$ cat config.mk
export PLATFORM = sky130hd
export DESIGN_NAME = alien2_sprite
export DESIGN_NICKNAME = d
export VERILOG_FILES = /design/src/rtl/alien_pkg.sv /design/src/rtl/alien_mover.sv /design/src/rtl/alien2_sprite.sv
export SDC_FILE = /design/constraint.sdc
export NUM_CORES = 1
export LEC_CHECK = 0
export ABC_CLOCK_PERIOD_IN_PS = 4900
export CORE_MARGIN = 8
export CORE_UTILIZATION = 49
export DETAILED_ROUTE_END_ITERATION = 8
export PLACE_DENSITY_LB_ADDON = 0.25
export SKIP_LAST_GASP = 1
export SLEW_MARGIN = 20
export SYNTH_ARGS = -nofsm -noshare
export SYNTH_HDL_FRONTEND = slang
export SYNTH_SLANG_ARGS = --single-unit
export TNS_END_PERCENT = 100
$ cat constraint.sdc
create_clock -name clk_pix -period 4.9 [get_ports clk_pix]
set_input_delay 0.49 -clock clk_pix [delete_from_list [all_inputs] [get_ports clk_pix]]
set_output_delay 0.49 -clock clk_pix [all_outputs]
set_load 0.05 [all_outputs]
$ cat src/rtl/alien_pkg.sv
// Shared types and constants for the alien sprite engines.
package alien_pkg;

   typedef enum logic [2:0] {
      RIGHT,
      LEFT,
      DOWN_L,
      DOWN_R,
      LANDED
   } move_state_t;

   localparam logic [7:0] TRANSPARENT = 8'h00;
   localparam int         H_ACTIVE    = 640;
   localparam int         V_ACTIVE    = 480;

endpackage

$ cat src/rtl/alien_mover.sv
// Frame-paced marching logic: divider, move FSM and the sprite's top-left position.
module alien_mover
   import alien_pkg::*;
#(
   parameter int         SPR_W    = 31,
   parameter logic [9:0] START_X  = 10'd32,
   parameter logic [9:0] START_Y  = 10'd48,
   parameter logic [9:0] X_MIN    = 10'd0,
   parameter logic [9:0] X_MAX    = 10'd639,
   parameter logic [9:0] Y_LAND   = 10'd400,
   parameter logic [9:0] STEP_X   = 10'd2,
   parameter logic [9:0] STEP_Y   = 10'd16,
   parameter int         MOVE_DIV = 4
) (
   input  logic       clk_pix,
   input  logic       reset,
   input  logic       frame_tick,
   output logic [9:0] alien_x,
   output logic [9:0] alien_y,
   output logic       landed
);

   localparam logic [3:0] DIV_LAST = 4'(MOVE_DIV - 1);

   move_state_t state;
   logic [3:0]  frame_div;
   logic [10:0] right_edge;
   logic [10:0] y_dropped;
   logic        room_right;
   logic        room_left;
   logic        hits_ground;

   // All edge tests are done in 11 bits so a step can never wrap past the compare.
   always_comb begin
      right_edge  = {1'b0, alien_x} + {1'b0, STEP_X} + 11'(SPR_W - 1);
      room_right  = right_edge <= {1'b0, X_MAX};
      room_left   = {1'b0, alien_x} >= ({1'b0, X_MIN} + {1'b0, STEP_X});
      y_dropped   = {1'b0, alien_y} + {1'b0, STEP_Y};
      hits_ground = y_dropped >= {1'b0, Y_LAND};
   end

   // Position only changes on a move tick, so it is frozen for the whole of active video.
   always_ff @(posedge clk_pix) begin
      if (reset) begin
         state     <= RIGHT;
         frame_div <= '0;
         alien_x   <= START_X;
         alien_y   <= START_Y;
         landed    <= 1'b0;
      end else if (frame_tick) begin
         if (frame_div == DIV_LAST) begin
            frame_div <= '0;
            case (state)
               RIGHT: begin
                  if (room_right) alien_x <= alien_x + STEP_X;
                  else            state   <= DOWN_L;
               end
               LEFT: begin
                  if (room_left) alien_x <= alien_x - STEP_X;
                  else           state   <= DOWN_R;
               end
               DOWN_L, DOWN_R: begin
                  alien_y <= y_dropped[9:0];
                  if (hits_ground) begin
                     state  <= LANDED;
                     landed <= 1'b1;
                  end else begin
                     state <= (state == DOWN_L) ? LEFT : RIGHT;
                  end
               end
               LANDED: state <= LANDED;
               default: state <= RIGHT;
            endcase
         end else begin
            frame_div <= frame_div + 4'd1;
         end
      end
   end

endmodule

$ cat src/rtl/alien2_sprite.sv
// Alien2 sprite engine: ROM addressing from the scan position and a 3-clock pixel pipeline.
module alien2_sprite
   import alien_pkg::*;
#(
   parameter int         SPR_W    = 31,
   parameter int         SPR_H    = 21,
   parameter logic [9:0] START_X  = 10'd32,
   parameter logic [9:0] START_Y  = 10'd48,
   parameter logic [9:0] X_MIN    = 10'd0,
   parameter logic [9:0] X_MAX    = 10'd639,
   parameter logic [9:0] Y_LAND   = 10'd400,
   parameter logic [9:0] STEP_X   = 10'd2,
   parameter logic [9:0] STEP_Y   = 10'd16,
   parameter int         MOVE_DIV = 4
) (
   input  logic       clk_pix,
   input  logic       reset,
   input  logic [9:0] xx,
   input  logic [9:0] yy,
   input  logic       aactive,
   input  logic       frame_tick,
   output logic [9:0] A2address,
   input  logic [7:0] A2dout,
   output logic [7:0] alien_pix,
   output logic       alien_on,
   output logic [9:0] alien_x,
   output logic [9:0] alien_y,
   output logic       landed
);

   logic        in_box;
   logic        box_d1;
   logic        box_d2;
   logic [9:0]  dx;
   logic [9:0]  dy;
   logic [9:0]  addr_next;
   logic        opaque;

   alien_mover #(
      .SPR_W    (SPR_W),
      .START_X  (START_X),
      .START_Y  (START_Y),
      .X_MIN    (X_MIN),
      .X_MAX    (X_MAX),
      .Y_LAND   (Y_LAND),
      .STEP_X   (STEP_X),
      .STEP_Y   (STEP_Y),
      .MOVE_DIV (MOVE_DIV)
   ) u_mover (
      .clk_pix    (clk_pix),
      .reset      (reset),
      .frame_tick (frame_tick),
      .alien_x    (alien_x),
      .alien_y    (alien_y),
      .landed     (landed)
   );

   // Box bounds are widened to 11 bits so a sprite near the right/bottom edge cannot wrap.
   always_comb begin
      in_box = aactive
            && ({1'b0, xx} >= {1'b0, alien_x})
            && ({1'b0, xx} <  ({1'b0, alien_x} + 11'(SPR_W)))
            && ({1'b0, yy} >= {1'b0, alien_y})
            && ({1'b0, yy} <  ({1'b0, alien_y} + 11'(SPR_H)));
      dx        = xx - alien_x;
      dy        = yy - alien_y;
      addr_next = in_box ? 10'(dy * 10'(SPR_W) + dx) : 10'd0;
      opaque    = box_d2 && (A2dout != TRANSPARENT);
   end

   // The box flag travels alongside the ROM read so it lines up with A2dout.
   always_ff @(posedge clk_pix) begin
      if (reset) begin
         A2address <= '0;
         box_d1    <= 1'b0;
         box_d2    <= 1'b0;
         alien_pix <= TRANSPARENT;
         alien_on  <= 1'b0;
      end else begin
         A2address <= addr_next;
         box_d1    <= in_box;
         box_d2    <= box_d1;
         alien_pix <= opaque ? A2dout : TRANSPARENT;
         alien_on  <= opaque;
      end
   end

endmodule

# After elaboration in Yosys (flattened, before gate mapping)
# Index checks and enable logic that the tools add are counted.
# W data, S select, Z words.
# op_classes
addsub,11
mul,1
order_cmp,7
eq_ne,9
n_mux,9
bitwise_logic,2
reduce_logical,15
# op_table
cell,count
$add A10 B5 Y11 const B,3
$lt A10 B11 Y1,2
$ge A10 B10 Y1,2
$mux W10,2
$pmux W10 S2,1
$sub A10 B10 Y10,2
$pmux W3 S4,1
$add A10 B2 Y11 const B,1
$add A11 B5 Y11 const B,1
$ge A11 B9 Y1 const B,1
$le A11 B10 Y1 const B,1
$add A10 B10 Y10,1
$add A10 B2 Y10 const B,1
$ge A10 B2 Y1 const B,1
$mul A10 B5 Y10 const B,1
$sub A10 B2 Y10 const B,1
$mux W3,3
$reduce_and A4 Y1,2
$reduce_bool A8 Y1,1
$eq A3 B2 Y1 const B,2
$reduce_or A2 Y1,3
$logic_and A1 B1 Y1,5
$reduce_and A5 Y1,1
$add A4 B1 Y4 const B,1
11 further kinds,14
# word_totals
register_bits,49
input_bits,32
out_inout_bits,40
word_cells,64

# Logic depth before layout (Yosys ltp)
# Gate-level depths: netlist (run 1).
# logic_depth
word_depth,7
depth_mapped,18
ltp_nobuf,18

# Hierarchy
# Synthesis (run 1) repeated with hierarchy kept, for this count alone.
# hier_totals
hier_cells,563
hier_area_um2,4875.9
# by_module_without_submodules
mod,instances,cells_per_inst,area_per_inst_um2,seq_area_each_um2
alien2_sprite,1,386,3377.0,420.4
alien_mover,1,177,1498.9,460.4

# Least setup slack after synthesis (run 1)
# OpenSTA, ideal clock, no wires.
# synth_path
path_type,register to register
start,register u_mover.alien_y[6]
end,register A2address[9]
setup_time_ps,70
arrival_time_ps,5241
required_ps,4830
slack_ps,-411
path_stages_with_launch,17
n_path_buf,0
synth_period_minus_slack_ps,5311
path_cell_list,dfxtp_1 > inv_1 > ha_1 > a21oi_1 > nand2_1 > xor2_1 > fa_1 > fa_1 > fa_1 > inv_1 > fa_1 > xnor2_1 > xnor2_1 > xnor3_1 > xnor3_1 > or3_1 > a21oi_1
# synth_via
elab_chain_len,5
word_cells_on_any_way,10
cone_classes,add/sub (3); mul (1); order compare (2); bitwise (1); reduce/logical (3)
# synth_rtl
element,line,rtl
"start, declared",alien_mover.sv:19,"output logic [9:0] alien_y,"
"start signal, assigned",alien_mover.sv:63,alien_y <= y_dropped[9:0];
branches (longest 5 deep; another with $sub A10 B10 Y10),--,
"end signal, assigned",alien2_sprite.sv:80,A2address <= addr_next;
"end, declared",alien2_sprite.sv:22,"output logic [9:0] A2address,"
# Parallel ways; which one is timed is not known.
# A chain may end at the register's enable or synchronous reset.

# Final worst setup path (run 1)
# layout_path
start,input yy[6]
end,register A2address[9]
# layout_via
elab_chain_len,5
word_cells_on_any_way,9
cone_classes,add/sub (2); mul (1); order compare (2); bitwise (1); reduce/logical (3)
# layout_rtl
element,line,rtl
"start, declared",alien2_sprite.sv:19,"input logic [9:0] yy,"
branches (longest 5 deep; another with $sub A10 B10 Y10),--,
# Parallel ways; which one is timed is not known.

==> flow_metrics.py, run 1 <==
metrics = {
    "clock_network": {
        "clk_latency_ns": 0.30,
        "clk_path_buf_depth": 2,
        "clk_pin_slew_ns": 0.09,
        "root_buffer": "clkbuf_8",
        "cts_inserted_buffers": 5,
        "cts_sinks": 44,
        "ctsHoldBuffers": 0,
        "htreeDepth": 2,
        "cts_tree": "yes",
    },
    "floorplanning": {
        "die_area_um2": 11500,
        "die_h_um": 107,
        "start_util": 0.502,
        "rows": 33,
        "pin_count": 72,
        "core_area_um2": 8130,
        "fp.dieW_um": 107,
    },
    "global_routing": {
        "grt_max_degree": 27,
        "grt_remaining_overflow": 0,
        "grt_pass1_wl_mm": 15.9,
        "grt_pass1_vias": 3486,
        "antenna_found_initial": 0,
        "grt.total_usage": 0.169,
    },
    "sta": {
        "whs_ns": 0.453,
        "drv_slew": 0,
        "period_share": 0.970,
        "setup_viol": 0,
        "relSlewSlack": 0.433,
        "fin_skew_ns": 0.00540,
        "hold_viol_final": 0,
        "tightest_slew_ns": 0.849,
        "min_period_ns": 4.75,
        "max_freq_ghz": 0.210,
    },
    "routing": {
        "wl_mm": 9.60,
        "drc": 0,
        "via_per_inst": 5.11,
        "post_drt_wl_per_cell_um": 14.6,
        "initialDrtViolationCount": 73,
        "vias": 3350,
        "antenna_left": 0,
        "firstDrtPassIters": 4,
    },
    "critical_path": {
        "critPathArrivalTime_ns": 4.99,
        "crit_path_start": "yy[6]",
        "criticalPathCategory": "in2reg",
        "crit_path_max_fanout": 4,
        "r2r-start": "u_mover.alien_y[4]$_SDFFE_PP1P_",
        "startpoint_type": "input port",
        "cp.required_ns": 5.13,
        "cp-end-kind": "flop",
    },
    "place": {
        "hpwl_mm": 7.79,
        "port_buffers": 66,
        "place_congestion": 0.877,
    },
    "yosys": {
        "synth_edf_count": 0,
        "synth_top_area_share": 0.216,
        "synth-seq-area-share": 0.216,
        "synth-seq-cells": 44,
        "synthTopCellsByArea": "dfxtp_1 22%, ha_1 17%, fa_1 16%, inv_1 6.6%, xnor2_1 5.8%",
        "synth_top_area_cell": "dfxtp_1",
        "synthFlopType": "dfxtp_1",
        "async_flop_share": 0,
        "ys_types": 48,
        "synth_cells": 462,
        "syn_avg_cell_area_um2": 8.83,
        "syn-cell-area_um2": 4080,
        "yosysWarnings": 0,
    },
    "power": {
        "p_per_area_nw_per_um2": 306,
        "p_sw_frac": 0.364,
        "combinationalPowerShare": 0.594,
        "switchingPower_mw": 0.580,
        "peakVddDrop_mv": 0.162,
        "leakagePower_nw": 2.29,
        "clkPwrFrac": 0.176,
        "p_seq_frac": 0.229,
        "p_int_mw": 1.01,
    },
    "cells_and_area": {
        "register_area_um2": 886,
        "num_antenna_cells": 0,
        "post_route_cells_drive_above_1_share": 0.105,
        "final_util": 0.640,
        "fillers": 669,
        "syn_to_final_growth_pct": 27.5,
        "final_net_count": 670,
        "multi_input_area_um2": 2920,
    },
    "flow_run": {
        "drv_cap": 0,
    },
    "hold_path": {
        "hold_start": "u_mover.landed$_SDFFE_PP0P_",
        "hold_class": "reg2reg",
    },
    "status": {
        "status": "finished clean",
    },
}
## final timing paths
check	endpoint	slack, ns	cells after the start
setup reg to reg	A2address[9]$_SDFF_PP0_	0.26	16
hold reg to reg	u_mover.landed$_SDFFE_PP0P_	0.45	2
hold / removal	u_mover.landed$_SDFFE_PP0P_	0.45	2
setup / recovery	A2address[9]$_SDFF_PP0_	0.15	17
## logic make-up (layout without fill, tap and decap cells)
| group | after synthesis | after routing | synth area share |
|---|---|---|---|
| and+or+nand+nor | 121 | 121 | 0.151 |
| buffers and inverters | 91 | 176 | 0.0904 |
| adders and majority gates | 88 | 88 | 0.330 |
| AOI/OAI and AO/OA | 78 | 78 | 0.117 |
| DFF | 44 | 44 | 0.216 |
| xor gates and xnor gates | 38 | 38 | 0.0920 |
| other | 1 | 5 | 0.000919 |
| muxes | 1 | 1 | 0.00245 |
## power groups by stage
| stage | clock network, mW | registers, mW | logic (mW) |
|---|---|---|---|
| finish | 0.281 | 0.366 | 0.948 |
| floorplan | 0 | 0.387 | 0.609 |
| global route | 0.305 | 0.367 | 1.08 |
| global placement | 0 | 0.374 | 0.850 |
| detailed placement | 0 | 0.374 | 0.890 |
| CTS | 0.293 | 0.366 | 0.907 |
## placed cells by master (no fill, tap or decap), types with 8 or more instances in the layout
cell             instances
inv_1                   72
dfxtp_1                 40
o21ai_0                 17
nand2_1                 16
ha_1                    53
buf_4                   29
nor2_1                  38
and2_1                  12
xnor2_1                 26
clkdlybuf4s50_1         64
o21ai_1                  8
a21oi_1                 17
nand3_1                 12
fa_1                    30
## registers in the layout, indices dropped and copies added, names as in the netlist
register,flops
u_mover.alien_x,9
u_mover.alien_y,6
alien_pix,8
u_mover.landed,1
u_mover.frame_div,4
alien_on,1
A2address,10
box_d1,1
u_mover.state,3
box_d2,1
## through the flow
| stage | setup TNS [ns] | power, mW | area (µm²) | cells | setup slack, ns |
|---|---|---|---|---|---|
| floorplan | 0 | 0.996 | 4120 | 466 | 0.00671 |
| global placement | -0.901 | 1.22 | 5010 | 646 | -0.524 |
| detailed placement | -1.29 | 1.26 | 5010 | 646 | -0.665 |
| CTS | 0 | 1.57 | 5150 | 655 | 0.00802 |
| global route | -0.00129 | 1.76 | 5200 | 656 | -0.00129 |
| finish | 0 | 1.59 | 5200 | 656 | 0.146 |
## Yosys cell counts (all sizes together), types with 4 or more instances
master,n
fa,33
nor3,5
and2,12
inv,73
nor4,7
buf,7
nor2,38
a21o,4
dfxtp,44
nand3,12
clkbuf,11
a21oi,20
xor2,7
or3,5
ha,55
and3,4
o21a,6
nand4,5
nand2,16
o21ai,25
xnor2,29
nor2b,6
nand2b,6
## cell type report
| type | instances | area share |
|---|---|---|
| clock inverter | 3 | 0.00818 |
| sequential | 44 | 0.170 |
| timing repair buffer | 95 | 0.170 |
| multi-input combinational | 331 | 0.561 |
| tap | 105 | 0.0252 |
| inverter | 73 | 0.0527 |
| clock buffer | 5 | 0.0132 |
## worst max-delay path, stage by stage
cell and delay (ns):
clkdlybuf4s50_1 0.56, ha_4 0.25, a21oi_2 0.14, nand2_1 0.10, xor2_2 0.17, buf_4 0.15, fa_1 0.47, inv_1 0.05
fa_1 0.47, fa_2 0.41, fa_2 0.39, xnor2_2 0.16, xnor2_1 0.19, xnor3_1 0.25, xnor3_1 0.20, or3_1 0.39
a21oi_2 0.13
## repair_timing
action / CTS / global route
buffers inserted: 1 / 1
resized for setup: 5 / 9
pin swaps: 9 / 11
setup endpoints to repair: 1 / 1
## per-layer routing
| metal | track usage | vias up | routed length (µm) |
|---|---|---|---|
| li1 | - | 1686 | - |
| met1 | 0.185 | 1577 | 3930 |
| met2 | 0.309 | 68 | 4910 |
| met3 | 0.0347 | 19 | 484 |
| met4 | 0.0724 | 0 | 274 |
| met5 | 0 | - | 0 |
No activity file was read; power rests on OpenSTA's default activity.
==> inputs of run 2 (changes only) <==
--- a/config.mk
+++ b/config.mk
@@ -7,12 +7,13 @@
 export LEC_CHECK = 0
 export ABC_CLOCK_PERIOD_IN_PS = 4900
 export CORE_MARGIN = 8
-export CORE_UTILIZATION = 49
+export CORE_UTILIZATION = 51
 export DETAILED_ROUTE_END_ITERATION = 8
 export PLACE_DENSITY_LB_ADDON = 0.25
 export SKIP_LAST_GASP = 1
 export SLEW_MARGIN = 20
 export SYNTH_ARGS = -nofsm -noshare
 export SYNTH_HDL_FRONTEND = slang
+export SYNTH_HIERARCHICAL = 1
 export SYNTH_SLANG_ARGS = --single-unit
 export TNS_END_PERCENT = 100
==> flow_metrics.py, run 2 <==
metrics = {
    "place": {
        "port_buffers": 66,
        "hpwl_mm": 9.98,
        "place_congestion": 0.883,
    },
    "cells_and_area": {
        "largest_reg_flops": 10,
        "num_antenna_cells": 0,
        "top_regs": "A2address (10), u_mover/alien_x (9), alien_pix (8)",
        "post_route_cells_drive_above_1_share": 0.176,
        "final_net_count": 821,
        "largest_register": "A2address",
        "final_common_cell": "inv_1",
        "syn_to_final_growth_pct": 30.9,
        "layout_common_cells": "79 x inv_1, 65 x buf_4, 63 x ha_1, 61 x clkdlybuf4s50_1, 41 x nor2_1",
    },
    "yosys": {
        "synth-seq-area-share": 0.181,
        "ys_types": 71,
        "syn-cell-area_um2": 4880,
        "synthFlopType": "dfxtp_1",
        "async_flop_share": 0,
        "yosys-top-cells-count": "82 x inv_1, 70 x ha_1, 44 x dfxtp_1",
        "synth-seq-cells": 44,
        "synth_top_area_cell": "dfxtp_1",
        "synth_cells": 563,
        "yosysWarnings": 6,
        "synth_top_area_share": 0.181,
        "synth_edf_count": 0,
        "syn_avg_cell_area_um2": 8.66,
        "synth.most_common_cell": "inv_1",
        "synthTopCellsByArea": "dfxtp_1 18%, ha_1 18%, fa_1 11%, xnor2_1 6.5%, inv_1 6.3%",
    },
    "sta": {
        "drv_slew": 0,
        "fin_skew_ns": 0.0183,
        "period_share": 0.998,
        "rsz0062_at_grt": "yes",
        "whs_ns": 0.472,
        "tightest_slew_ns": 0.625,
        "setup_viol": 0,
        "min_period_ns": 4.89,
        "max_freq_ghz": 0.204,
        "relSlewSlack": 0.578,
        "hold_viol_final": 0,
    },
    "critical_path": {
        "startpoint_type": "input port",
        "cp.required_ns": 5.11,
        "reg2regPathDepth": 20,
        "criticalPathCategory": "in2reg",
        "reg2reg_slack_ns": 0.02,
        "crit_cells": 20,
        "crit_buf_inv": 4,
        "r2r-start": "u_mover/alien_y[4]$_SDFFE_PP1P_",
        "worstPathCellList": "buf_2, ha_4, nor2b_4, o31a_1, o31a_1, buf_4, a31oi_4, inv_2, fa_1, fa_1, fa_1, fa_1, inv_2, ha_4, o21a_1, nor2_1, a21oi_2, xnor2_1, xnor3_1, mux2i_1",
        "crit_path_start": "yy[2]",
        "critPathArrivalTime_ns": 5.11,
        "crit_path_max_fanout": 5,
        "max_stage_delay_ns": 0.58,
        "cp_slowest_cell": "fa_1",
        "critical-path-top-delay-family": "adder cells",
        "cp-end-kind": "flop",
        "crit_top_cell": "fa_1",
    },
    "power": {
        "p_per_area_nw_per_um2": 458,
        "peakVddDrop_mv": 0.639,
        "leakagePower_nw": 2.74,
        "p_total_mw": 2.93,
    },
    "floorplanning": {
        "rows": 35,
        "start_util": 0.528,
        "die_h_um": 114,
        "pin_count": 72,
        "core_area_um2": 9240,
        "die_area_um2": 12900,
        "fp.dieW_um": 114,
    },
    "hold_path": {
        "min_delay_path_depth": 1,
        "hold_start": "box_d1$_SDFF_PP0_",
        "hold_class": "reg2reg",
    },
    "global_routing": {
        "grt_max_degree": 33,
        "grt_pass1_wl_mm": 20.5,
        "grt_remaining_overflow": 0,
        "grt_pass1_vias": 4431,
        "antenna_found_initial": 0,
        "grt.total_usage": 0.190,
    },
    "clock_network": {
        "htreeDepth": 2,
        "clk_latency_ns": 0.31,
        "clk_pin_slew_ns": 0.10,
        "cts_inserted_buffers": 5,
        "cts_tree": "yes",
        "root_buffer": "clkbuf_8",
        "cts_sinks": 44,
        "clk_path_buf_depth": 2,
    },
    "routing": {
        "wl_mm": 12.3,
        "antenna_left": 0,
        "post_drt_wl_per_cell_um": 15.0,
        "firstDrtPassIters": 4,
        "vias": 4370,
        "via_per_inst": 5.32,
        "initialDrtViolationCount": 168,
        "drc": 0,
    },
    "status": {
        "status": "finished clean",
    },
    "flow_run": {
        "drv_cap": 0,
    },
}
[run 2: path summary, 6_finish.rpt]
path | endpoint
worst max register to register | A2address[9]$_SDFF_PP0_
worst min register to register | box_d2$_SDFF_PP0_
worst min-delay path | box_d2$_SDFF_PP0_
worst max-delay path | A2address[9]$_SDFF_PP0_
[run 2: area by class of cell]
class	count	area, µm²
Clock buffer	5	68.8
Clock inverter	2	11.3
Fill cell	751	2860
Inverter	83	314
Multi-Input combinational cell	427	3800
Sequential cell	44	888
Tap cell	129	161
Timing Repair Buffer	131	1140
[run 2: worst reg2reg max path, stage by stage (launching register included)]
cell,delay (ns)
dfxtp_4,0.36
inv_2,0.09
ha_4,0.21
o21a_1,0.11
o31a_1,0.12
o31a_1,0.30
buf_4,0.16
a31oi_4,0.22
inv_2,0.06
fa_1,0.49
fa_1,0.58
fa_1,0.43
fa_1,0.52
inv_2,0.05
ha_4,0.26
o21a_1,0.11
nor2_1,0.05
a21oi_2,0.16
xnor2_1,0.15
xnor3_1,0.24
mux2i_1,0.13
[run 2: logic make-up (layout without fill, tap and decap cells)]
| family | after synthesis | count (layout) | share of synthesized area |
|---|---|---|---|
| simple gates | 162 | 162 | 0.182 |
| compound gates | 108 | 108 | 0.161 |
| fa+ha+maj | 97 | 97 | 0.290 |
| buf+inv | 96 | 221 | 0.0806 |
| xor+xnor | 47 | 47 | 0.0872 |
| flops | 44 | 44 | 0.181 |
| mux | 8 | 8 | 0.0177 |
| other cells | 1 | 5 | 0.000769 |
[run 2: per-layer routing]
layer  track usage  part of all wire
met1         0.227              0.44
met2         0.338              0.49
met3        0.0354             0.053
met4        0.0506             0.016
met5             0                 0
[run 2: power by group]
part	internal, mW	total (mW)	switching (mW)
registers	0.365	0.369	0.00364
clock network	0.0975	0.238	0.140
logic	1.23	2.32	1.09
[run 2: what timing repair did]
item	CTS	global route
endpoints found under the setup margin	4	1
hold buffers	0	0
gates resized for setup	26	7
buffers inserted	7	3
endpoints found under the hold margin	0	0
pin swaps	24	12
[run 2: stage by stage]
step / util / setup TNS [ns] / std cells / worst slack, ns / cell area (µm²)
floorplan: - / -0.0421 / 567 / -0.0421 / 4960
global placement: 0.662 / -1.71 / 804 / -0.798 / 6120
detailed placement: 0.662 / -2.37 / 804 / -0.960 / 6120
CTS: 0.683 / 0 / 818 / 0.00766 / 6310
global route: 0.691 / -0.195 / 821 / -0.195 / 6380
finish: 0.691 / 0 / 821 / 0.00739 / 6380
==> inputs of run 3 (changes only) <==
--- a/config.mk
+++ b/config.mk
@@ -5,6 +5,7 @@
 export SDC_FILE = /design/constraint.sdc
 export NUM_CORES = 1
 export LEC_CHECK = 0
+export ABC_AREA = 1
 export ABC_CLOCK_PERIOD_IN_PS = 4900
 export CORE_MARGIN = 8
 export CORE_UTILIZATION = 51
==> flow_metrics.py, run 3 <==
metrics = {
    "place": {
        "port_buffers": 66,
        "place_congestion": 0.871,
        "hpwl_mm": 10.5,
        "placed_cells": 1001,
    },
    "cells_and_area": {
        "finalNonFillerCells": 1015,
        "syn_to_final_growth_pct": 32.7,
        "register_area_um2": 888,
        "fillers": 835,
        "largest_register": "A2address",
        "top_regs": "A2address (10), u_mover/alien_x (9), alien_pix (8)",
        "num_antenna_cells": 0,
        "multi_input_area_um2": 4090,
        "post_route_cells_drive_above_1_share": 0.200,
        "final_net_count": 1007,
        "largest_reg_flops": 10,
        "final_common_cell": "inv_1",
        "layout_common_cells": "134 x inv_1, 130 x nand2_1, 65 x buf_4, 64 x nor2_1, 59 x clkdlybuf4s50_1",
    },
    "critical_path": {
        "cp-end-kind": "flop",
        "r2r-start": "u_mover/alien_y[4]$_SDFFE_PP1P_",
        "cp.required_ns": 5.08,
        "crit_path_max_fanout": 4,
        "reg2reg_slack_ns": 0.09,
        "criticalPathCategory": "reg2reg",
        "crit_path_start": "u_mover/alien_y[4]$_SDFFE_PP1P_",
        "r2r_end": "A2address[9]$_SDFF_PP0_",
        "startpoint_type": "flop",
        "critPathArrivalTime_ns": 4.99,
        "reg2regPathDepth": 26,
        "cp-endpoint": "A2address[9]$_SDFF_PP0_",
    },
    "sta": {
        "drv_slew": 0,
        "tightest_slew_ns": 0.548,
        "fin_skew_ns": 0.0110,
        "min_period_ns": 4.81,
        "rsz0062_at_grt": "yes",
        "setup_tns_ns": 0,
        "whs_ns": 0.434,
        "period_share": 0.982,
        "hold_viol_final": 0,
        "setup_viol": 0,
        "max_freq_ghz": 0.208,
        "relSlewSlack": 0.634,
    },
    "floorplanning": {
        "rows": 37,
        "pin_count": 72,
        "die_h_um": 117,
        "fp.dieW_um": 117,
        "die_area_um2": 13700,
        "start_util": 0.516,
        "core_area_um2": 10100,
    },
    "yosys": {
        "synth-seq-cells": 44,
        "synth_edf_count": 0,
        "synthTopCellsByArea": "dfxtp_1 17%, ha_1 17%, nand2_1 11%, fa_1 10%, inv_1 10%",
        "syn-cell-area_um2": 5230,
        "yosys-top-cells-count": "150 x nand2_1, 142 x inv_1, 70 x ha_1",
        "yosysWarnings": 6,
        "synth_cells": 745,
        "ys_types": 40,
        "synth_top_area_cell": "dfxtp_1",
        "syn_avg_cell_area_um2": 7.02,
        "synth-seq-area-share": 0.168,
        "async_flop_share": 0,
        "synth_top_area_share": 0.168,
        "synth.most_common_cell": "nand2_1",
        "synthFlopType": "dfxtp_1",
    },
    "clock_network": {
        "cts_inserted_buffers": 5,
        "cts_sinks": 44,
        "root_buffer": "clkbuf_8",
        "cts_tree": "yes",
        "clk_latency_ns": 0.31,
        "htreeDepth": 2,
        "clk_path_buf_depth": 2,
        "clk_pin_slew_ns": 0.09,
    },
    "power": {
        "leakagePower_nw": 3.39,
        "p_per_area_nw_per_um2": 539,
        "peakVddDrop_mv": 0.707,
    },
    "routing": {
        "wl_mm": 13.2,
        "firstDrtPassIters": 5,
        "antenna_left": 0,
        "initialDrtViolationCount": 225,
        "via_per_inst": 4.95,
        "vias": 5020,
        "drc": 0,
        "post_drt_wl_per_cell_um": 13.0,
    },
    "global_routing": {
        "grt_pass1_wl_mm": 21.6,
        "grt.total_usage": 0.193,
        "grt_pass1_vias": 5055,
        "grt_max_degree": 15,
        "grt_remaining_overflow": 0,
        "antenna_found_initial": 0,
    },
    "flow_run": {
        "drv_cap": 0,
    },
    "status": {
        "status": "finished clean",
    },
    "hold_path": {
        "hold_class": "reg2reg",
    },
}
-- run 3: changes by cell type after synthesis, moves of 9 or more --
cell,delta
a21oi_1,+11
nand2_1,+136
nand3_1,+31
xnor2_1,-27
nor2_1,+26
inv_1,+60
o21ai_0,+9
nor2b_1,-14
and2_1,-15
nand2_2,+13
nor2_2,+10
xor2_1,+28
-- run 3: timing repair --
item / in CTS / in global routing
resized for setup: 21 / 63
setup buffers: 0 / 6
hold buffers: 0 / 0
pin swaps: 5 / 38
cloned: 0 / 0
endpoints found under the setup margin: 2 / 1
-- run 3: worst max-delay path: stages (launching register included) --
cell and delay, ns:
dfxtp_4 0.37, inv_4 0.04, ha_4 0.26, a21oi_4 0.21, nor2_4 0.07, nor2_4 0.12, nand3_2 0.10, nand2_2 0.09
inv_2 0.04, fa_1 0.50, fa_1 0.52, fa_1 0.50, fa_1 0.51, inv_2 0.05, ha_4 0.28, nand2_4 0.05
nor3_2 0.17, nand2_1 0.08, nand2_2 0.12, xor2_1 0.18, nand2_1 0.11, nand2_2 0.07, nand2_2 0.05, nand2_1 0.05
nand2_1 0.04, nand2_1 0.05, nor2_1 0.04
-- run 3: layout make-up --
type	count	share of cell area
clock buffers	6	0.0119
clock inverters	2	0.00216
inverters	147	0.0803
multi-input cells	548	0.589
flip-flops and latches	44	0.128
well taps	136	0.0245
repair buffers	132	0.164
-- run 3: cells by family after synthesis --
family | Yosys count | synth area share
AO/OA/AOI/OAI | 74 | 0.0778
other | 1 | 0.000717
AND/OR/NAND/NOR | 324 | 0.280
buffers and inverters | 157 | 0.120
flip-flops | 44 | 0.168
adder cells (fa/ha/maj) | 97 | 0.271
XOR/XNOR | 48 | 0.0818
-- run 3: stage by stage --
step / cell area [µm²] / setup slack [ns] / utilization / power, mW
floorplan: 5250 / 0.0435 / - / 2.14
global placement: 6460 / -0.430 / 0.637 / 2.98
detailed placement: 6460 / -0.545 / 0.637 / 3.05
CTS: 6660 / 0.0161 / 0.657 / 3.44
global route: 6940 / -0.146 / 0.684 / 4.15
finish: 6940 / 0.0902 / 0.684 / 3.74
-- run 3: power breakdown --
part	switching, mW	internal (mW)	leakage [nW]
Sequential	0.00373	0.364	0.355
Clock	0.133	0.114	0.0434
Combinational	1.59	1.54	2.99
-- run 3: layer usage --
layer  share of wire  up-vias  track usage
met1            0.43     2295        0.225
met3           0.054       24       0.0328
met2            0.49      108        0.351
met4           0.022        0       0.0589
met5               0        -            0
li1                -     2593            -
-- run 3: worst min path at each step --
stage	to	slack, ns	from	cells past startpoint
6_report	box_d2$_SDFF_PP0_	0.43	box_d1$_SDFF_PP0_	2
5_1_grt	box_d2$_SDFF_PP0_	0.45	box_d1$_SDFF_PP0_	2
4_1_cts	box_d2$_SDFF_PP0_	0.45	box_d1$_SDFF_PP0_	2
3_5_place_dp	box_d2$_SDFF_PP0_	0.43	box_d1$_SDFF_PP0_	2
3_3_place_gp	box_d2$_SDFF_PP0_	0.40	box_d1$_SDFF_PP0_	2
2_1_floorplan	box_d2$_SDFF_PP0_	0.39	box_d1$_SDFF_PP0_	2
